<file path="src/rtl/vend_if.sv">
// Coin-acceptor / hopper signal bundle for vend_sequencer.
// master = sequencer side, slave = coin acceptor and hopper side.
interface vend_if;
  // Handshake: each *_req is raised by the sequencer and held until the
  // matching *_ack is sampled high on a clock edge. One sampled ack
  // releases exactly one item or coin. The mechanism drops ack the cycle
  // after it is sampled. An ack is ignored while its req is low.
  // At most one req is high at a time.
  logic       coin_f;
  logic       coin_h;
  logic       coin_p;
  logic       refund;
  logic       item_req;
  logic       item_ack;
  logic       half_req;
  logic       half_ack;
  logic       qtr_req;
  logic       qtr_ack;
  logic [3:0] credit;
  logic       busy;
  logic       coin_reject;
  logic [1:0] dbg_state;

  modport master (
    input  coin_f, coin_h, coin_p, refund,
    input  item_ack, half_ack, qtr_ack,
    output item_req, half_req, qtr_req,
    output credit, busy, coin_reject, dbg_state
  );

  modport slave (
    output coin_f, coin_h, coin_p, refund,
    output item_ack, half_ack, qtr_ack,
    input  item_req, half_req, qtr_req,
    input  credit, busy, coin_reject, dbg_state
  );
endinterface

</file>
<file path="src/rtl/vend_sequencer.sv">
// Tomato-machine vend sequencer: farthing credit, item vend, greedy change payout.
// Optional feature macro: VEND_REFUND_EN (refund pulse pays credit back as change).
module vend_sequencer #(
  parameter int PRICE = 4
) (
  input  logic   clk,
  input  logic   reset,
  vend_if.master bus
);

  typedef enum logic [1:0] {
    ACCEPT = 2'd0,
    VEND   = 2'd1,
    PAY_H  = 2'd2,
    PAY_Q  = 2'd3
  } state_t;

  state_t     state;
  logic [3:0] credit_q;
  logic       item_req_q;
  logic       half_req_q;
  logic       qtr_req_q;
  logic       busy_q;
  logic       coin_reject_q;

  logic [1:0] n_coins;
  logic       any_coin;
  logic [3:0] coin_val;
  logic [3:0] sum;
  logic [3:0] after_vend;
  logic [3:0] after_half;
  logic       refund_go;

  // Greedy change routing: halves while at least 2 remain, then one farthing.
  function automatic state_t route(input logic [3:0] c);
    if (c >= 4'd2) return PAY_H;
    if (c == 4'd1) return PAY_Q;
    return ACCEPT;
  endfunction

  always_comb begin
    n_coins    = 2'(bus.coin_f) + 2'(bus.coin_h) + 2'(bus.coin_p);
    any_coin   = bus.coin_f | bus.coin_h | bus.coin_p;
    coin_val   = bus.coin_f ? 4'd1 : (bus.coin_h ? 4'd2 : 4'd4);
    sum        = credit_q + coin_val;
    after_vend = credit_q - 4'(PRICE);
    after_half = credit_q - 4'd2;
  end

`ifdef VEND_REFUND_EN
  assign refund_go = bus.refund && (credit_q != 4'd0);
`else
  logic unused_refund;
  assign unused_refund = bus.refund;
  assign refund_go     = 1'b0;
`endif

  always_ff @(posedge clk) begin
    if (reset) begin
      state         <= ACCEPT;
      credit_q      <= 4'd0;
      item_req_q    <= 1'b0;
      half_req_q    <= 1'b0;
      qtr_req_q     <= 1'b0;
      busy_q        <= 1'b0;
      coin_reject_q <= 1'b0;
    end else begin
      coin_reject_q <= 1'b0;
      case (state)
        ACCEPT: begin
          if (refund_go) begin
            // Refund wins over any coin presented in the same cycle.
            coin_reject_q <= any_coin;
            state         <= route(credit_q);
            half_req_q    <= (route(credit_q) == PAY_H);
            qtr_req_q     <= (route(credit_q) == PAY_Q);
            busy_q        <= 1'b1;
          end else if (n_coins == 2'd1) begin
            credit_q <= sum;
            if (sum >= 4'(PRICE)) begin
              state      <= VEND;
              item_req_q <= 1'b1;
              busy_q     <= 1'b1;
            end
          end else if (n_coins >= 2'd2) begin
            coin_reject_q <= 1'b1;
          end
        end
        VEND: begin
          coin_reject_q <= any_coin;
          if (bus.item_ack) begin
            credit_q   <= after_vend;
            item_req_q <= 1'b0;
            state      <= route(after_vend);
            half_req_q <= (route(after_vend) == PAY_H);
            qtr_req_q  <= (route(after_vend) == PAY_Q);
            busy_q     <= (route(after_vend) != ACCEPT);
          end
        end
        PAY_H: begin
          coin_reject_q <= any_coin;
          if (bus.half_ack) begin
            credit_q   <= after_half;
            state      <= route(after_half);
            half_req_q <= (route(after_half) == PAY_H);
            qtr_req_q  <= (route(after_half) == PAY_Q);
            busy_q     <= (route(after_half) != ACCEPT);
          end
        end
        PAY_Q: begin
          coin_reject_q <= any_coin;
          if (bus.qtr_ack) begin
            credit_q  <= credit_q - 4'd1;
            qtr_req_q <= 1'b0;
            busy_q    <= 1'b0;
            state     <= ACCEPT;
          end
        end
        default: state <= ACCEPT;
      endcase
    end
  end

  assign bus.item_req    = item_req_q;
  assign bus.half_req    = half_req_q;
  assign bus.qtr_req     = qtr_req_q;
  assign bus.credit      = credit_q;
  assign bus.busy        = busy_q;
  assign bus.coin_reject = coin_reject_q;
  assign bus.dbg_state   = state;

endmodule
</file>
<file path="src/flat_wrapper.sv">
// flat-port wrapper written by rule: the top's interface ports become plain ports
module vend_sequencer_flat 
#(
  parameter int PRICE = 4
)
  (clk, reset, bus_coin_f, bus_coin_h, bus_coin_p, bus_refund, bus_item_ack, bus_half_ack, bus_qtr_ack, bus_item_req, bus_half_req, bus_qtr_req, bus_credit, bus_busy, bus_coin_reject, bus_dbg_state);
  vend_if bus_i ();
  input  logic clk;
  input  logic reset;
  input wire logic [$bits(bus_i.coin_f)-1:0] bus_coin_f;
  input wire logic [$bits(bus_i.coin_h)-1:0] bus_coin_h;
  input wire logic [$bits(bus_i.coin_p)-1:0] bus_coin_p;
  input wire logic [$bits(bus_i.refund)-1:0] bus_refund;
  input wire logic [$bits(bus_i.item_ack)-1:0] bus_item_ack;
  input wire logic [$bits(bus_i.half_ack)-1:0] bus_half_ack;
  input wire logic [$bits(bus_i.qtr_ack)-1:0] bus_qtr_ack;
  output wire logic [$bits(bus_i.item_req)-1:0] bus_item_req;
  output wire logic [$bits(bus_i.half_req)-1:0] bus_half_req;
  output wire logic [$bits(bus_i.qtr_req)-1:0] bus_qtr_req;
  output wire logic [$bits(bus_i.credit)-1:0] bus_credit;
  output wire logic [$bits(bus_i.busy)-1:0] bus_busy;
  output wire logic [$bits(bus_i.coin_reject)-1:0] bus_coin_reject;
  output wire logic [$bits(bus_i.dbg_state)-1:0] bus_dbg_state;
  assign bus_i.coin_f = bus_coin_f;
  assign bus_i.coin_h = bus_coin_h;
  assign bus_i.coin_p = bus_coin_p;
  assign bus_i.refund = bus_refund;
  assign bus_i.item_ack = bus_item_ack;
  assign bus_i.half_ack = bus_half_ack;
  assign bus_i.qtr_ack = bus_qtr_ack;
  assign bus_item_req = bus_i.item_req;
  assign bus_half_req = bus_i.half_req;
  assign bus_qtr_req = bus_i.qtr_req;
  assign bus_credit = bus_i.credit;
  assign bus_busy = bus_i.busy;
  assign bus_coin_reject = bus_i.coin_reject;
  assign bus_dbg_state = bus_i.dbg_state;
  vend_sequencer #(.PRICE(PRICE)) u_core (.clk(clk), .reset(reset), .bus(bus_i));
endmodule
</file>
<file path="config.mk">
export PLATFORM = sky130hd
export DESIGN_NAME = vend_sequencer_flat
export DESIGN_NICKNAME = d
export VERILOG_FILES = /design/src/rtl/vend_if.sv /design/src/rtl/vend_sequencer.sv /design/src/flat_wrapper.sv
export SDC_FILE = /design/constraint.sdc
export NUM_CORES = 1
export LEC_CHECK = 0
export ABC_AREA = 1
export CAP_MARGIN = 20
export CORE_AREA = 2 2 46 48
export CTS_BUF_LIST = sky130_fd_sc_hd__clkbuf_8
export DETAILED_ROUTE_END_ITERATION = 16
export DIE_AREA = 0 0 48 50
export MAX_ROUTING_LAYER = met4
export PLACE_DENSITY = 0.89
export SYNTH_ARGS = -nofsm -noshare
export SYNTH_HDL_FRONTEND = slang
export SYNTH_SLANG_ARGS = --single-unit
</file>
<file path="constraint.sdc">
create_clock -name clk -period 3.6 [get_ports clk]
set_input_delay 0.54 -clock clk [delete_from_list [all_inputs] [get_ports clk]]
set_output_delay 0.54 -clock clk [all_outputs]
set_load 0.005 [all_outputs]
</file>
==> summary.md <==
| Metric | Value |
|---|---|
| Met2 GRT Util | 44.2% |
| Worst-skew pair later-pin latency | 0.24 ns |
| # Post-CTS Setup Buffers | 0 |
| Util after Layout | 69.6% |
| Pwr/cell area | 788 nW/um2 |
| Reg2reg path depth | 9 |
| Crit path launch type | primary input |
| Layout Nets | 210 |
| Vias in the first global route | 1074 |
| Number of max-cap violations | 0 |
| Final GP Congestion | 0.925 |
| CTS Buffer Depth | 2 |
| Die area | 2400 um2 |
| M3 GR Usage | 3.66% |
| Sequential share of the synthesized area | 20.7% |
| First-pass GRT wire length | 4.52 mm |
| Syn avg cell area | 6.57 um2 |
| Count of hold-fix buffers inserted at cts | 0 |
| Final Setup Violations | 0 |
| I/O Pins | 20 |
| Average vias per placed instance | 5.45 |
| Starting density of the core | 56.0% |
| Clock buffer count from CTS | 3 |
| Die W | 48 um |
| HP Class | reg2reg |
| Overall routed net length | 2.82 mm |
| FILL cells | 158 |
| Most common cell after layout, fill and taps aside | nand2_1 |
| Met1 global-route usage | 33.3% |
| Final Hold Fails | 0 |
| Rows | 16 |
| Leakage | 0.615 nW |
| I/O Buffers | 18 |
| Register bit total from synthesis | 11 |
| Crit Path Max Fanout | 5 |
| IR drop worst, VDD | 0.000577 V |
| Relative slew slack | 76.3% |
| Final Cycle Share | 62.5% |
| Outcome | finished, final reports clean |
| Slew @ Worst Pin | 0.355 ns |
| Psw | 505 uW |
| Area of the multi-input gates | 739 um2 |
| ANT cells | 0 |
| CTS Root Cell | clkbuf_8 |
| Via count | 1149 |
| Crit end category | flip-flop |
| Sum Neg Setup Slack | 0 ns |
| Share of layout cells above drive strength 1 | 6.52% |
| Yosys warning total | 0 |
| Cell Area, Synth | 1060 um2 |
| Grt peak-use layer | met2 |
| Fmax | 444 MHz |
| Clock Skews | 0.000669 ns |
| Largest net degree at the start of global routing | 11 |
| Minimum clock period | 2.25 ns |
| Clock power frac | 12.1% |
| Core footprint | 1900 um2 |
| Starting DRT DRC Count | 48 |
| DRC viols | 0 |
| Height of the die | 50 um |
| Routed length per placed instance | 13.4 um |
| Sink Count | 11 |
| Area occupied by registers | 220 um2 |
| Switching Share | 48.4% |
| Cell count after synthesis | 162 |
| Crit path arrival time | 2.42 ns |
| CTS H-Tree Depth | 1 |
| Worst Path Class, Setup | in2reg |
| Most frequent cells in the layout | nand2_1, inv_1, clkdlybuf4s50_1 |
| CTS resizes | 0 |
| Critical path data required time | 3.77 ns |
| Antenna viol nets, final | 0 |
| DP HPWL | 2.09 mm |
| Placed Instances | 207 |
| Post-Layout Cell Count | 211 |
| Logic pwr share | 64.8% |
| Hold Path Depth | 2 |
| TritonCTS clock tree | yes |
| Initial antenna violation count | 0 |
| Tot GR Track Use | 26.6% |
| Total grt overflow | 0 |
| RSZ-0062 raised after global routing | false |
| Pre-antenna DRT Iters | 4 |
| Syn-to-layout area delta | 24.3% |
| Slew Viols, Final | 0 |
| Post-Syn Nets | 187 |
| Internal power | 538 uW |
| Worst-path clk slew | 0.05 ns |
| Distinct cell type count after synthesis | 22 |
| Sequential power share | 23.1% |
## critical path, cell delays in order
cell             delay [ns]
clkdlybuf4s50_1        0.51
ha_1                   0.27
fa_1                   0.39
nand2_1                0.08
nand2_1                0.04
nor2_1                 0.13
nand3_1                0.17
nand2_1                0.12
nand2_1                0.06
a21oi_1                0.12
## per-stage QoR
stage / hold slack (ns) / power [mW] / setup WS (ns) / instance area, um2
after global placement: 0.456 / 0.873 / 1.16 / 1280
after detailed placement: 0.491 / 0.902 / 1.11 / 1280
after global routing: 0.517 / 1.13 / 1.21 / 1320
after CTS: 0.509 / 1.04 / 1.36 / 1320
final: 0.495 / 1.04 / 1.35 / 1320
after floorplan: 0.460 / 0.679 / 1.84 / 1060
## worst paths after layout
check	start	to	slack, ns
max	bus_coin_f	u_core.bus.dbg_state[1]	1.35
min reg2reg	u_core.bus.busy	u_core.bus.busy	0.50
max reg2reg	u_core.bus.credit[0]	u_core.bus.dbg_state[1]	1.73
min	u_core.bus.busy	u_core.bus.busy	0.50
## cells by family after synthesis
group | Yosys count | share of synthesized area (%)
simple gates | 86 | 36.5
buf+inv | 28 | 9.87
compound gates | 21 | 12.7
fa+ha+maj | 16 | 20.2
flops | 11 | 20.7
## power groups by stage
stage | Combinational [mW] | Clock [mW] | Sequential, mW
floorplan | 0.445 | 0 | 0.234
global placement | 0.634 | 0 | 0.239
detailed placement | 0.659 | 0 | 0.243
CTS | 0.671 | 0.127 | 0.241
global route | 0.750 | 0.130 | 0.250
finish | 0.676 | 0.126 | 0.241
## synth_stat cells, drive strengths merged
cell type / instances / area share [%]
o2111ai: 1 / 0.82
inv: 28 / 9.9
nand3: 17 / 8.0
nand4: 5 / 2.9
nand3b: 2 / 1.4
ha: 14 / 16
nor2: 17 / 6.2
fa: 2 / 3.8
dfxtp: 11 / 21
nor3: 2 / 1.9
nand2: 43 / 16
o22ai: 1 / 0.59
a21oi: 12 / 6.7
o21ai: 6 / 3.9
o31ai: 1 / 0.71
## layout make-up
cell class	count	area share, %
multi-input combinational	123	55.9
timing repair buffer	18	13.6
inverter	28	7.94
clock buffer	3	3.12
clock inverter	1	0.284
tap	27	2.55
sequential	11	16.6
## sequential cells by signal, indices dropped and copies added, names as in the netlist
name	cells
u_core.bus.item_req	1
u_core.bus.busy	1
u_core.bus.dbg_state	2
u_core.bus.coin_reject	1
u_core.bus.half_req	1
u_core.bus.credit	4
u_core.bus.qtr_req	1
## per-layer routing
layer	part of all wire, %	vias to the layer above
li1	-	569
met1	43	533
met2	50	41
met3	5.0	6
met4	1.7	0
met5	0	-
No activity file was read; power rests on OpenSTA's default activity.
